$ cat src/rtl/spi_reg_pkg.sv
`default_nettype none
// ============================================================================
//  Module   : spi_reg_pkg
//  Purpose  : Shared constants and FSM state encoding for the SPI register
//             master and any slave model talking to it.
//  Contents : ADDR_W, DATA_W, FRAME_BITS, CNT_W, state_t
//  Revision : 1.0 - initial release
// ============================================================================
package spi_reg_pkg;

    localparam int ADDR_W        = 7;
    localparam int DATA_W        = 16;
    localparam int DUMMY_DEFAULT = 8;
    // R/~W bit + address + dummy bits + data bits
    localparam int FRAME_BITS    = 1 + ADDR_W + DUMMY_DEFAULT + DATA_W;
    // Bit counter width; counts completed falling edges 0..FRAME_BITS
    localparam int CNT_W         = 6;

    typedef enum logic [2:0] {
        ST_IDLE   = 3'd0,
        ST_SETUP  = 3'd1,
        ST_CLK_HI = 3'd2,
        ST_CLK_LO = 3'd3,
        ST_HOLD   = 3'd4,
        ST_GAP    = 3'd5
    } state_t;

endpackage
`default_nettype wire

$ cat src/rtl/spi_reg_halftick.sv
`default_nettype none
// ============================================================================
//  Module   : spi_reg_halftick
//  Purpose  : Half-period strobe generator. o_tick is high during the
//             HALF_DIV-th cycle after the last reload, so a state entered
//             on a reload edge lasts exactly HALF_DIV cycles. The counter
//             also restarts after each tick, giving a periodic strobe.
//  Ports    : clk     - system clock
//             rst_n   - asynchronous active-low reset
//             i_load  - restart the count (asserted on each state entry)
//             o_tick  - half-period strobe
//  Revision : 1.0 - initial release
// ============================================================================
module spi_reg_halftick #(
    parameter int HALF_DIV = 3
) (
    input  logic clk,
    input  logic rst_n,
    input  logic i_load,
    output logic o_tick
);

    logic [7:0] r_cnt;

    assign o_tick = (r_cnt == 8'(HALF_DIV - 1));

    always_ff @(posedge clk or negedge rst_n) begin
        if (!rst_n) begin
            r_cnt <= '0;
        end else if (i_load || o_tick) begin
            r_cnt <= '0;
        end else begin
            r_cnt <= r_cnt + 8'd1;
        end
    end

endmodule
`default_nettype wire

$ cat src/rtl/spi_reg_master.sv
`default_nettype none
// ============================================================================
//  Module   : spi_reg_master
//  Purpose  : SPI mode-0 register-access master. Each accepted command
//             produces one 32-clock MSB-first frame: R/~W, address, dummy
//             zeros, 16 data bits. MISO is captured during the data phase
//             and returned with a one-cycle rsp_valid pulse.
//  Ports    : sys_clk, rst_n            - clock, async active-low reset
//             cmd_valid/cmd_ready       - command handshake
//             cmd_read/addr/wdata       - command fields
//             rsp_valid/rsp_rdata       - frame-end response
//             spi_clk/mosi/miso/cs_n    - SPI bus
//  Revision : 1.0 - initial release
// ============================================================================
module spi_reg_master
    import spi_reg_pkg::*;
#(
    parameter int HALF_DIV     = 3,
    parameter int DUMMY_CYCLES = 8
) (
    input  logic              sys_clk,
    input  logic              rst_n,
    input  logic              cmd_valid,
    output logic              cmd_ready,
    input  logic              cmd_read,
    input  logic [ADDR_W-1:0] cmd_addr,
    input  logic [DATA_W-1:0] cmd_wdata,
    output logic              rsp_valid,
    output logic [DATA_W-1:0] rsp_rdata,
    output logic              spi_clk,
    output logic              spi_mosi,
    input  logic              spi_miso,
    output logic              spi_cs_n
);

    localparam int c_frame_bits = 1 + ADDR_W + DUMMY_CYCLES + DATA_W;
    localparam logic [CNT_W-1:0] c_last_bit   = CNT_W'(c_frame_bits - 1);
    localparam logic [CNT_W-1:0] c_data_first = CNT_W'(c_frame_bits - DATA_W);

    state_t                  r_state;
    state_t                  w_next_state;
    logic                    r_ready;
    logic                    r_gap_half;
    logic [CNT_W-1:0]        r_bit_cnt;
    logic [c_frame_bits-1:0] r_shift;
    logic [DATA_W-1:0]       r_rx;
    logic [DATA_W-1:0]       r_rdata;
    logic                    r_rsp_valid;
    logic                    r_sclk;
    logic                    r_mosi;
    logic                    r_cs_n;
    logic                    w_tick;
    logic                    w_load;
    logic                    w_accept;
    logic                    w_last_bit;

    assign w_accept   = (r_state == ST_IDLE) && cmd_valid && r_ready;
    assign w_last_bit = (r_bit_cnt == c_last_bit);
    assign w_load     = (w_next_state != r_state);

    spi_reg_halftick #(
        .HALF_DIV (HALF_DIV)
    ) u_halftick (
        .clk    (sys_clk),
        .rst_n  (rst_n),
        .i_load (w_load),
        .o_tick (w_tick)
    );

    always_ff @(posedge sys_clk or negedge rst_n) begin
        if (!rst_n) begin
            r_state <= ST_IDLE;
        end else begin
            r_state <= w_next_state;
        end
    end

    always_comb begin
        w_next_state = r_state;
        case (r_state)
            ST_IDLE:   if (w_accept) w_next_state = ST_SETUP;
            ST_SETUP:  if (w_tick)   w_next_state = ST_CLK_HI;
            ST_CLK_HI: if (w_tick)   w_next_state = w_last_bit ? ST_HOLD : ST_CLK_LO;
            ST_CLK_LO: if (w_tick)   w_next_state = ST_CLK_HI;
            ST_HOLD:   if (w_tick)   w_next_state = ST_GAP;
            // GAP spans two half-periods; r_gap_half marks the second one
            ST_GAP:    if (w_tick && r_gap_half) w_next_state = ST_IDLE;
            default:   w_next_state = ST_IDLE;
        endcase
    end

    // All bus outputs are registered so they change cleanly on state edges.
    always_ff @(posedge sys_clk or negedge rst_n) begin
        if (!rst_n) begin
            r_ready     <= 1'b0;
            r_gap_half  <= 1'b0;
            r_bit_cnt   <= '0;
            r_shift     <= '0;
            r_rx        <= '0;
            r_rdata     <= '0;
            r_rsp_valid <= 1'b0;
            r_sclk      <= 1'b0;
            r_mosi      <= 1'b0;
            r_cs_n      <= 1'b1;
        end else begin
            r_rsp_valid <= 1'b0;
            // Ready only while the FSM sits in IDLE; held low for the first
            // cycle after reset release.
            r_ready     <= (w_next_state == ST_IDLE);
            case (r_state)
                ST_IDLE: begin
                    if (w_accept) begin
                        r_shift   <= {cmd_read, cmd_addr, {DUMMY_CYCLES{1'b0}}, cmd_wdata};
                        r_cs_n    <= 1'b0;
                        r_mosi    <= cmd_read;
                        r_sclk    <= 1'b0;
                        r_bit_cnt <= '0;
                        r_rx      <= '0;
                    end
                end
                ST_SETUP, ST_CLK_LO: begin
                    if (w_tick) r_sclk <= 1'b1;
                end
                ST_CLK_HI: begin
                    if (w_tick) begin
                        r_sclk    <= 1'b0;
                        r_bit_cnt <= r_bit_cnt + 1'b1;
                        // Slave drives MISO from its previous falling edge,
                        // so it is still stable on the edge we pull SCLK low.
                        if (r_bit_cnt >= c_data_first) begin
                            r_rx <= {r_rx[DATA_W-2:0], spi_miso};
                        end
                        r_shift <= r_shift << 1;
                        r_mosi  <= w_last_bit ? 1'b0 : r_shift[c_frame_bits-2];
                    end
                end
                ST_HOLD: begin
                    if (w_tick) begin
                        r_cs_n      <= 1'b1;
                        r_rsp_valid <= 1'b1;
                        r_rdata     <= r_rx;
                    end
                end
                ST_GAP: begin
                    if (w_tick) r_gap_half <= ~r_gap_half;
                end
                default: ;
            endcase
        end
    end

    assign cmd_ready = r_ready;
    assign rsp_valid = r_rsp_valid;
    assign rsp_rdata = r_rdata;
    assign spi_clk   = r_sclk;
    assign spi_mosi  = r_mosi;
    assign spi_cs_n  = r_cs_n;

endmodule
`default_nettype wire

$ cat config.mk
export PLATFORM = sky130hd
export DESIGN_NAME = spi_reg_master
export DESIGN_NICKNAME = d
export VERILOG_FILES = /design/src/rtl/spi_reg_pkg.sv /design/src/rtl/spi_reg_halftick.sv /design/src/rtl/spi_reg_master.sv
export SDC_FILE = /design/constraint.sdc
export NUM_CORES = 1
export LEC_CHECK = 0
export ABC_AREA = 1
export BUFFER_PORTS_ARGS = -buffer_cell sky130_fd_sc_hd__buf_2
export CAP_MARGIN = 20
export CELL_PAD_IN_SITES_DETAIL_PLACEMENT = 0
export CELL_PAD_IN_SITES_GLOBAL_PLACEMENT = 1
export CORE_ASPECT_RATIO = 2
export CORE_MARGIN = 5
export CORE_UTILIZATION = 48
export DETAILED_ROUTE_END_ITERATION = 8
export PLACE_DENSITY_LB_ADDON = 0.1
export SLEW_MARGIN = 15
export SYNTH_ARGS = -nofsm -noshare
export SYNTH_HDL_FRONTEND = slang
export SYNTH_SLANG_ARGS = --single-unit
$ cat constraint.sdc
create_clock -name sys_clk -period 2.6 [get_ports sys_clk]
set_input_delay 0.52 -clock sys_clk [delete_from_list [all_inputs] [get_ports sys_clk]]
set_output_delay 0.52 -clock sys_clk [all_outputs]
set_load 0.005 [all_outputs]
==> results by group <==
Cells and area
  – Footprint of the multi-input gates: 1420 um^2
  – Antenna cells: 0
  – Layout cells sized above 1: 0.227
  – Area delta synth->final: 13.9%
  – Design area: between 4000 and 5000 um^2
  – Fin nets: 485
  – Layout Utilization: 0.560
  – # fillers: approximately 790
  – Reg area: around 2200 um^2

Synth
  – FFs w/ async S/R, synth: 1.00
  – Cell Area, Synth: roughly 3900 um^2
  – Share of Yosys cell area claimed by the top area cell type: 0.541
  – EDFF count, synth: 0
  – Cell taking the most area after synthesis: dfrtp_1
  – Post-Syn Instances: 410
  – Top_reg_cell synth: dfrtp_1
  – Yosys reg bits: 86
  – Synth Warn #: 0
  – Avg Cell Area, Syn: around 9.6 um^2
  – Largest cells by area after synthesis: dfrtp_1, nand2_1, inv_1
  – Number of distinct library cells after synthesis: 40
  – Syn Nets: 441
  – Register area share after synthesis: 0.547

Clock network
  – Setup bufs post-CTS: 0
  – Hold_buf cts: 0
  – Post-CTS Resized: 0
  – H-tree Lvls: 3
  – Worst-path clk slew: around 60 ps
  – TritonCTS Buffers: 9
  – Sink Count: between 80 and 90
  – TritonCTS clock tree: yes
  – CTS root buf: clkbuf_16
  – CTS max path bufs: 2
  – Clk Latency, worst-skew pair: around 340 ps

Timing
  – Clock skew: roughly 7.6 ps
  – Sum of negative setup slack: 0 ps
  – Worst slew pin tran: 615 ps
  – Fin crit share: 0.791
  – Unrepaired setup endpoints after global routing: false
  – Final min period: between 2000 and 2500 ps
  – FMAX: 486 MHz
  – Relative slew slack: 0.590
  – Final setup viols: 0
  – Fin. Hold Viols: 0
  – Minimum hold slack: 207 ps
  – Slew Limit Fails: 0

Global routing
  – Initial antenna violation count: 0
  – Largest net degree at the start of global routing: slightly below 60
  – GRT Residual Overflow: 0
  – First-pass GRT wire length: ~13000 um
  – Gr usage total: 0.165
  – Vias in the first global route: roughly 2900

Floorplanning
  – Initial Util: 0.492
  – Top Ports: 49
  – Die Wd: roughly 74 um
  – Row count: 46
  – Die boundary height: 138 um
  – Die area: 10200 um^2
  – Core ar.: 8000 um^2

Critical path
  – CP required: around 2800 ps
  – Kind of critical path: register to register
  – Crit end category: register
  – Crit path DAT: 2290 ps
  – Crit-path cells: inv_1 -> ha_1 -> nand2_1 -> nor2_4 -> nand2_4 -> nand2_8 -> nand2_4 -> o31ai_1
  – Crit-path slowest cell: dfrtp_1
  – R2r setup slk: 540 ps
  – Worst setup SP type: register
  – CP max FO: 58
  – WP buf/inv: 1
  – Top cell family by delay on the critical path: simple AND/OR/NAND/NOR gates
  – CP most frequent cell: nand2_4
  – Slowest cell delay on critical path: around 400 ps

Placement
  – DP Wirelength: around 5300 um
  – IO Port Bufs: 48
  – GP Congestion: just over 0.9
  – Post-DP Area: 4200 um^2

Detailed routing
  – Vias per Instance: 5.07
  – Wirelength, routed: 7560 um
  – Drt pass-1 iters: 4
  – Total number of vias: approximately 2800
  – DRC: 0
  – Wire per inst: 13.6 um
  – Drt first-iter violations: roughly 140
  – ANT nets after route: 0

Pwr
  – Leak: 2.17 nW
  – Pwr/cell area: ~580 nW/um^2
  – Worst VDD drop: a little under 0.5 mV

Worst hold path
  – Min-delay worst type: primary input to async pin

Run status
  – Status: finished, final reports clean

Flow run
  – Max Cap Viol: 0
## cell type report
type / instances / share of cell area
clock inverters: 4 / 0.00503
clock buffers: 12 / 0.0572
flip-flops and latches: 86 / 0.481
multi-input cells: 247 / 0.317
well taps: 96 / 0.0268
repair buffers: 52 / 0.0637
inverters: 58 / 0.0494
## power breakdown
part	internal (mW)	switching [mW]	leakage, nW
sequential	1.34	0.00324	1.07
combinational	0.0244	0.0407	0.961
clock	0.694	0.500	0.138
total	2.06	0.544	2.17
## cells by family (layout without fill, tap and decap cells)
| kind of cell | Yosys count | after routing | synth area share |
|---|---|---|---|
| compound gates | 91 | 91 | 0.165 |
| xor+xnor | 8 | 8 | 0.0178 |
| fa+ha+maj | 3 | 3 | 0.00954 |
| buf+inv | 77 | 126 | 0.0916 |
| flops | 86 | 86 | 0.547 |
| simple gates | 145 | 145 | 0.169 |
## per-stage QoR
stage	worst slack, ps	power [mW]	instances
final	543	2.61	555
after global placement	525	1.44	539
after detailed placement	481	1.44	539
after CTS	509	2.65	555
after global routing	268	2.71	555
after floorplan	1070	1.39	410
## state kept, by name (all words and copies together) (netlist names), 3 cells and up
name / flops
r_bit_cnt: 6
r_rx: 16
r_shift: 31
r_state: 3
rsp_rdata: 16
u_halftick.r_cnt: 8
## layout by cell type, fill, tap and decap left out, drive strengths merged
cell type	count
o22ai	7
o2111ai	1
nor3	6
a31oi	7
a22o	1
buf	52
ha	3
clkbuf	12
dfrtp	85
nand2	97
o31ai	16
clkinv	4
a22oi	2
o211ai	15
clkinvlp	1
nor2	33
xor2	5
nand3b	1
o21ai	36
dfstp	1
a21oi	6
nand3	8
xnor2	3
inv	57
## worst paths after layout
path                               end  cells past startpoint                start
max in group asynchronous     spi_cs_n                      2                rst_n
hold reg to reg               spi_cs_n                      2             spi_cs_n
setup reg to reg               r_rx[1]                      8  u_halftick.r_cnt[0]
setup / recovery               r_rx[1]                      8  u_halftick.r_cnt[0]
hold / removal             r_shift[19]                      1                rst_n
min in group sys_clk        r_shift[0]                      3         cmd_wdata[0]
## cells in the mapped netlist (4+ instances only)
| library cell | number |
|---|---|
| inv_1 | 51 |
| dfrtp_1 | 85 |
| clkbuf_1 | 6 |
| inv_2 | 5 |
| o21ai_0 | 35 |
| nor3_1 | 4 |
| xor2_1 | 5 |
| o22ai_1 | 7 |
| a21oi_1 | 6 |
| a31oi_1 | 4 |
| buf_6 | 4 |
| nor2_1 | 32 |
| nand2_1 | 91 |
| o211ai_1 | 15 |
| o31ai_2 | 13 |
| nand3_1 | 5 |
## per-layer routing
layer	track usage	vias up	share of wire
met5	0	-	0
met3	0.0385	15	0.043
li1	-	1414	-
met1	0.197	1324	0.42
met4	0.0793	0	0.027
met2	0.270	61	0.51
(Power assumes the default switching activity.)
